## src/rtl/word_store_serializer.sv

```systemverilog
// -----------------------------------------------------------------------------
// word_store_serializer
//
// Purpose:
//   Store-side partner of the byte-wise fetch path. It takes one word of
//   8*BYTES bits and a base byte address from the multicycle controller. It
//   then writes the word to an 8-bit memory as BYTES sequential byte writes.
//   Byte order is little-endian: byte k of the word goes to address
//   (base + k) mod 2^ADDR_W.
//
// Optional feature (compile-time macro STORE_READBACK_EN):
//   After every acknowledged byte write, the block reads the same address back
//   and compares the result with the written byte. Any mismatch sets a sticky
//   error flag, which is reported on o_err together with o_done. With the macro
//   undefined there is no VERIFY state, o_mem_re and o_err are constant 0, and
//   i_mem_rdata is ignored.
//
// Ports:
//   i_clk        clock, all state changes on the rising edge
//   i_rst        synchronous active-high reset; forces every output to 0
//   i_req_valid  store request from the controller
//   o_req_ready  request can be accepted (IDLE only)
//   i_req_addr   base byte address of the word
//   i_req_data   word to store
//   o_mem_addr   memory byte address (0 outside an access)
//   o_mem_wdata  memory write data   (0 outside an access)
//   o_mem_we     memory write strobe
//   o_mem_re     memory read strobe (readback only)
//   i_mem_rdata  memory read data (readback only)
//   i_mem_ack    memory completes the current access this cycle
//   o_busy       a request is in progress (any state except IDLE)
//   o_done       one-cycle pulse when the store has finished
//   o_err        valid with o_done: a readback mismatch occurred
// -----------------------------------------------------------------------------
module word_store_serializer #(
  parameter int unsigned ADDR_W = 13,
  parameter int unsigned BYTES  = 2
) (
  input  logic                 i_clk,
  input  logic                 i_rst,
  input  logic                 i_req_valid,
  output logic                 o_req_ready,
  input  logic [ADDR_W-1:0]    i_req_addr,
  input  logic [8*BYTES-1:0]   i_req_data,
  output logic [ADDR_W-1:0]    o_mem_addr,
  output logic [7:0]           o_mem_wdata,
  output logic                 o_mem_we,
  output logic                 o_mem_re,
  input  logic [7:0]           i_mem_rdata,
  input  logic                 i_mem_ack,
  output logic                 o_busy,
  output logic                 o_done,
  output logic                 o_err
);

  localparam int unsigned DataW = 8 * BYTES;
  localparam int unsigned IdxW  = (BYTES > 1) ? $clog2(BYTES) : 1;

`ifdef STORE_READBACK_EN
  typedef enum logic [1:0] {StIdle, StWrite, StVerify, StDone} state_e;
`else
  typedef enum logic [1:0] {StIdle, StWrite, StDone} state_e;
`endif

  // Transaction state.
  state_e              r_state;
  logic [IdxW-1:0]     r_idx;
  logic [ADDR_W-1:0]   r_addr;
  logic [DataW-1:0]    r_data;

  // Registered outputs. They are gated by i_rst below so that every output
  // reads 0 in the same cycle that reset is asserted, not only after the edge.
  logic                r_req_ready;
  logic [ADDR_W-1:0]   r_mem_addr;
  logic [7:0]          r_mem_wdata;
  logic                r_mem_we;
  logic                r_mem_re;
  logic                r_busy;
  logic                r_done;
  logic                r_err;

  // Next-byte helpers used when the current byte completes.
  logic                w_last;
  logic [IdxW-1:0]     w_next_idx;
  logic [ADDR_W-1:0]   w_next_addr;
  logic [7:0]          w_next_byte;
  logic                w_err_next;

  assign w_last      = (r_idx == IdxW'(BYTES - 1));
  assign w_next_idx  = r_idx + 1'b1;
  // The adder is ADDR_W bits wide, so base+index wraps modulo 2^ADDR_W.
  assign w_next_addr = r_addr + ADDR_W'(w_next_idx);
  assign w_next_byte = 8'(r_data >> {w_next_idx, 3'b000});

`ifdef STORE_READBACK_EN
  logic r_err_flag;
  logic w_mismatch;

  // r_mem_wdata still holds the byte that was just written during VERIFY.
  assign w_mismatch = (i_mem_rdata != r_mem_wdata);
  assign w_err_next = r_err_flag | w_mismatch;
`else
  logic w_unused_rdata;

  assign w_unused_rdata = ^i_mem_rdata;
  assign w_err_next     = 1'b0;
`endif

  always_ff @(posedge i_clk) begin
    if (i_rst) begin
      r_state     <= StIdle;
      r_idx       <= '0;
      r_addr      <= '0;
      r_data      <= '0;
      // Reset leaves the block in IDLE. The output gating hides this until
      // i_rst drops, so ready appears on the first cycle after release.
      r_req_ready <= 1'b1;
      r_mem_addr  <= '0;
      r_mem_wdata <= '0;
      r_mem_we    <= 1'b0;
      r_mem_re    <= 1'b0;
      r_busy      <= 1'b0;
      r_done      <= 1'b0;
      r_err       <= 1'b0;
`ifdef STORE_READBACK_EN
      r_err_flag  <= 1'b0;
`endif
    end else begin
      unique case (r_state)
        StIdle: begin
          if (i_req_valid && r_req_ready) begin
            r_state     <= StWrite;
            r_idx       <= '0;
            r_addr      <= i_req_addr;
            r_data      <= i_req_data;
            r_req_ready <= 1'b0;
            r_busy      <= 1'b1;
            r_mem_we    <= 1'b1;
            r_mem_addr  <= i_req_addr;
            r_mem_wdata <= i_req_data[7:0];
`ifdef STORE_READBACK_EN
            r_err_flag  <= 1'b0;
`endif
          end
        end

        StWrite: begin
          if (i_mem_ack) begin
`ifdef STORE_READBACK_EN
            // Read back the same address; the address and data are held.
            r_state  <= StVerify;
            r_mem_we <= 1'b0;
            r_mem_re <= 1'b1;
`else
            if (w_last) begin
              r_state     <= StDone;
              r_mem_we    <= 1'b0;
              r_mem_re    <= 1'b0;
              r_mem_addr  <= '0;
              r_mem_wdata <= '0;
              r_done      <= 1'b1;
              r_err       <= w_err_next;
            end else begin
              r_idx       <= w_next_idx;
              r_mem_addr  <= w_next_addr;
              r_mem_wdata <= w_next_byte;
            end
`endif
          end
        end

`ifdef STORE_READBACK_EN
        StVerify: begin
          if (i_mem_ack) begin
            r_err_flag <= w_err_next;
            r_mem_re   <= 1'b0;
            if (w_last) begin
              r_state     <= StDone;
              r_mem_we    <= 1'b0;
              r_mem_addr  <= '0;
              r_mem_wdata <= '0;
              r_done      <= 1'b1;
              r_err       <= w_err_next;
            end else begin
              r_state     <= StWrite;
              r_idx       <= w_next_idx;
              r_mem_we    <= 1'b1;
              r_mem_addr  <= w_next_addr;
              r_mem_wdata <= w_next_byte;
            end
          end
        end
`endif

        StDone: begin
          r_state     <= StIdle;
          r_done      <= 1'b0;
          r_err       <= 1'b0;
          r_busy      <= 1'b0;
          r_req_ready <= 1'b1;
        end

        default: begin
          r_state     <= StIdle;
          r_req_ready <= 1'b1;
          r_mem_we    <= 1'b0;
          r_mem_re    <= 1'b0;
          r_mem_addr  <= '0;
          r_mem_wdata <= '0;
          r_busy      <= 1'b0;
          r_done      <= 1'b0;
          r_err       <= 1'b0;
        end
      endcase
    end
  end

  // A mid-transfer reset drops the strobes in the reset cycle itself.
  assign o_req_ready = i_rst ? 1'b0 : r_req_ready;
  assign o_mem_addr  = i_rst ? '0   : r_mem_addr;
  assign o_mem_wdata = i_rst ? '0   : r_mem_wdata;
  assign o_mem_we    = i_rst ? 1'b0 : r_mem_we;
  assign o_busy      = i_rst ? 1'b0 : r_busy;
  assign o_done      = i_rst ? 1'b0 : r_done;

`ifdef STORE_READBACK_EN
  assign o_mem_re    = i_rst ? 1'b0 : r_mem_re;
  assign o_err       = i_rst ? 1'b0 : r_err;
`else
  logic w_unused_regs;

  assign w_unused_regs = r_mem_re | r_err;
  assign o_mem_re      = 1'b0;
  assign o_err         = 1'b0;
`endif

endmodule

```

## config.mk

```make
export PLATFORM = sky130hd
export DESIGN_NAME = word_store_serializer
export DESIGN_NICKNAME = d
export VERILOG_FILES = /design/src/rtl/word_store_serializer.sv
export SDC_FILE = /design/constraint.sdc
export NUM_CORES = 1
export LEC_CHECK = 0
export CAP_MARGIN = 20
export CORE_MARGIN = 2
export CORE_UTILIZATION = 51
export DETAILED_ROUTE_END_ITERATION = 8
export PLACE_DENSITY_LB_ADDON = 0.3
export RECOVER_POWER = 25
export SYNTH_ARGS = -nofsm -noshare
export SYNTH_HDL_FRONTEND = slang
export SYNTH_SLANG_ARGS = --single-unit
```

## constraint.sdc

```tcl
create_clock -name i_clk -period 3.8 [get_ports i_clk]
set_input_delay 0.57 -clock i_clk [delete_from_list [all_inputs] [get_ports i_clk]]
set_output_delay 0.57 -clock i_clk [all_outputs]
set_load 0.01 [all_outputs]
```

==> impl_metrics.csv <==
group,metric,value,unit
power_and_ir_drop,p_switching,0.2908,mW
sta,layout_worst_path_cycle_share,66.78,%
logic_synthesis,post_synth_inst_count,288,
finish,area.growth.synth_to_final,28.11,%
cts,cts_inserted_buffers,5,
critical_path,setup.worst_path.end_class,"register",
finish,utilization,67.70,%
outcome,outcome,"finished, final reports clean",
die,chipWidth,71.17,um
power_and_ir_drop,internal_power,0.8131,mW
detailed_routing,vias_per_cell,5.425,
global_routing,grt_most_used_layer,"met2",
global_routing,first_global_vias,1908,
logic_synthesis,async_flop_share,0,%
sta,slew_viol_final,0,
sta,fmaxAchievable,394.1,MHz
logic_synthesis,synth_seq_cells,49,
sta,min_tclk_post_route,2.538,ns
sta,timing.clock.skew,0.008727,ns
sta,post_route_setup_tns,0,ns
power_and_ir_drop,seq_power_share,52.0,%
logic_synthesis,synth.largest_area_cell,"dfxtp_1",
power_and_ir_drop,power.switching_fraction,26.34,%
logic_synthesis,post_synth_num_cell_types,35,
critical_path,worst-path-max-fanout,22,
detailed_routing,wl_per_cell,13.44,um
detailed_routing,overall_routed_net_length,5216,um
power_and_ir_drop,power_density,374.5,nW/um2
critical_path,largest_stage_delay_on_the_critical_path,0.76,ns
global_routing,largest_net_degree_at_the_start_of_global_routing,55,
cts,worst_setup_hold_path_clk_slew,0.08,ns
cts,clk-insertion-delay-late,0.30,ns
detailed_routing,drtIter0Drc,167,
logic_synthesis,synth_edf_count,0,
detailed_routing,drc_errors,0,
critical_path,critPathBufInv,2,
finish,final_area,2948,um2
finish,num-fill-cells,394,
run,maxCapViolCount,0,
die,design.core.area,4354,um2
global_routing,grt_use_total,21.12,%
detailed_routing,first_pass_iters,4,
die,dieHeight,71.17,um
global_routing,grt_util_met2,33.74,%
cts,tritoncts_num_sinks,49,
global_routing,antenna_violations_before_repair,0,
placement,numPortBuffers,57,
cts,cts-root-buf,"clkbuf_8",
power_and_ir_drop,peak_supply_drop,0.2289,mV
sta,rsz0062_at_grt,"false",
placement,place.gp.congestion,0.8217,
detailed_routing,vias,2105,
critical_path,critical_path.cell_chain,"dlygate4sd3_1 > and4bb_2 > clkbuf_1 > nand2_1 > a21boi_0 > o22ai_1",
critical_path,timing.setup.critical_path_class,"in2reg",
critical_path,critical-path-top-delay-family,"buffers and inverters",
sta,hold_ws,0.4542,ns
critical_path,arrival,2.75,ns
logic_synthesis,synthTopCellsByCount,"nand2_1, dfxtp_1, a21oi_1",
placement,dpl_cell_area,2853,um2
power_and_ir_drop,post-layout-total-power,1.104,mW
logic_synthesis,synth.avg_cell_area,7.989,um2
logic_synthesis,yosys_warnings,0,
logic_synthesis,yosys.cell_count.top_type,"nand2_1",
placement,post-dp-hpwl,3578,um
global_routing,grt_use_met1,28.44,%
global_routing,grt_overflow_total,0,
logic_synthesis,dominantRegCellSynth,"dfxtp_1",
sta,worst_pin_slew,1.018,ns
critical_path,startpoint_type,"input pin",
placement,placed_cells,380,
finish,antennaDiodeCount,0,
global_routing,globalRouteMet3Util,3.561,%
cts,cts-resized-gates,0,
sta,final_hold_viol_count,0,
die,std_cell_rows,24,
sta,max_slew_margin,32.16,%
power_and_ir_drop,p_leak,1.037,nW
critical_path,critical_path.slowest_cell,"clkbuf_1",
finish,share_of_layout_cells_above_drive_strength_1,4.167,%
cts,post_cts_buffers,0,
sta,final-setup-viol-count,0,
logic_synthesis,yosysSeqAreaShare,42.63,%
min_path,worst_min_delay_path_class,"reg2reg",
placement,post-place-ws,1.334,ns
power_and_ir_drop,pwr-share-comb,17.9,%
logic_synthesis,synthesis.area,2301,um2
die,fp.dieArea,5065,um2
logic_synthesis,netlist_top_cells_area,"dfxtp_1, nand2_1, a21oi_1",
detailed_routing,final_antenna_net_count,0,
finish,finalNetCount,377,
logic_synthesis,yosysTopAreaCellShare,42.63,%
cts,tritoncts_clock_tree,"built",
cts,cts_hold_bufs,0,
die,ioPinCount,68,
die,floorplan.initialDensity,52.84,%
power_and_ir_drop,clock_power_share,30.1,%
finish,final_cells,388,
critical_path,data_required_time_of_the_worst_path,4.01,ns
global_routing,grt_first_pass_wirelength,8535,um
cts,clock_tree_buffer_depth,2,
sta,finalWorstSetupSlack,1.262,ns
cts,htree_levels,2,
-- layout by cell type (no fill, tap or decap), types with 3 or more instances in the layout --
cell type and n:
nand3_1 5, buf_4 3, a21oi_1 36, clkbuf_8 7, o22ai_1 8, dfxtp_1 49, nor3_1 5, nor2b_1 27
xor2_1 3, nor2_1 5, a21boi_0 8, inv_1 5, xnor2_1 7, nand2_1 62, or3_1 11, a22oi_1 11
clkdlybuf4s50_1 54, nor4_1 4
-- registers in the layout, indices dropped and copies added, names as in the netlist --
register / count
r_state: 2
r_req_ready: 1
r_addr: 13
r_data: 8
r_busy: 1
r_mem_addr: 13
r_mem_we: 1
r_idx: 1
r_mem_wdata: 8
r_done: 1
-- logic make-up after synthesis --
| kind of cell | share of synthesized area (%) |
|---|---|
| AND/OR/NAND/NOR | 28.00 |
| AO/OA/AOI/OAI | 19.14 |
| flip-flops | 42.63 |
| buffers and inverters | 5.709 |
| XOR/XNOR | 3.807 |
| adder cells (fa/ha/maj) | 0.5437 |
| other | 0.1630 |
-- layer usage --
metal	vias up	wire, um
met5	-	0
met1	957	2454
li1	1079	-
met2	60	2373
met3	9	273
met4	0	114
-- final timing paths --
path / cells after the start / end / startpoint / slack, ns
max: 6 / r_mem_addr[3] / i_req_valid / 1.26
min: 2 / r_mem_addr[0] / r_mem_addr[0] / 0.45
max reg2reg: 5 / r_mem_addr[2] / r_state[1] / 1.37
min reg2reg: 2 / r_mem_addr[0] / r_mem_addr[0] / 0.45
-- power groups by stage --
stage          clock, mW  sequential, mW  combinational [mW]
6_report           0.332           0.574               0.198
5_1_grt            0.352           0.580               0.218
4_1_cts            0.336           0.574               0.200
3_5_place_dp           0           0.586               0.199
3_3_place_gp           0           0.584               0.195
2_1_floorplan          0           0.577               0.128
-- layout make-up --
class,instances,area (um2),share of cell area [%]
multi-input cells,213,1190,40.36
flip-flops and latches,49,980.9,33.28
repair buffers,61,591.8,20.08
clock buffers,7,96.34,3.268
well taps,52,65.06,2.207
inverters,5,18.77,0.6367
clock inverters,1,5.005,0.1698
-- worst register-to-register path: stages (launching register included) --
cell and delay (ns):
dfxtp_1 0.75, and4bb_2 0.31, nor2_1 0.70, buf_4 0.36, or3_1 0.14, a21oi_1 0.05
Note: power is estimated with default switching activity, not from simulation.
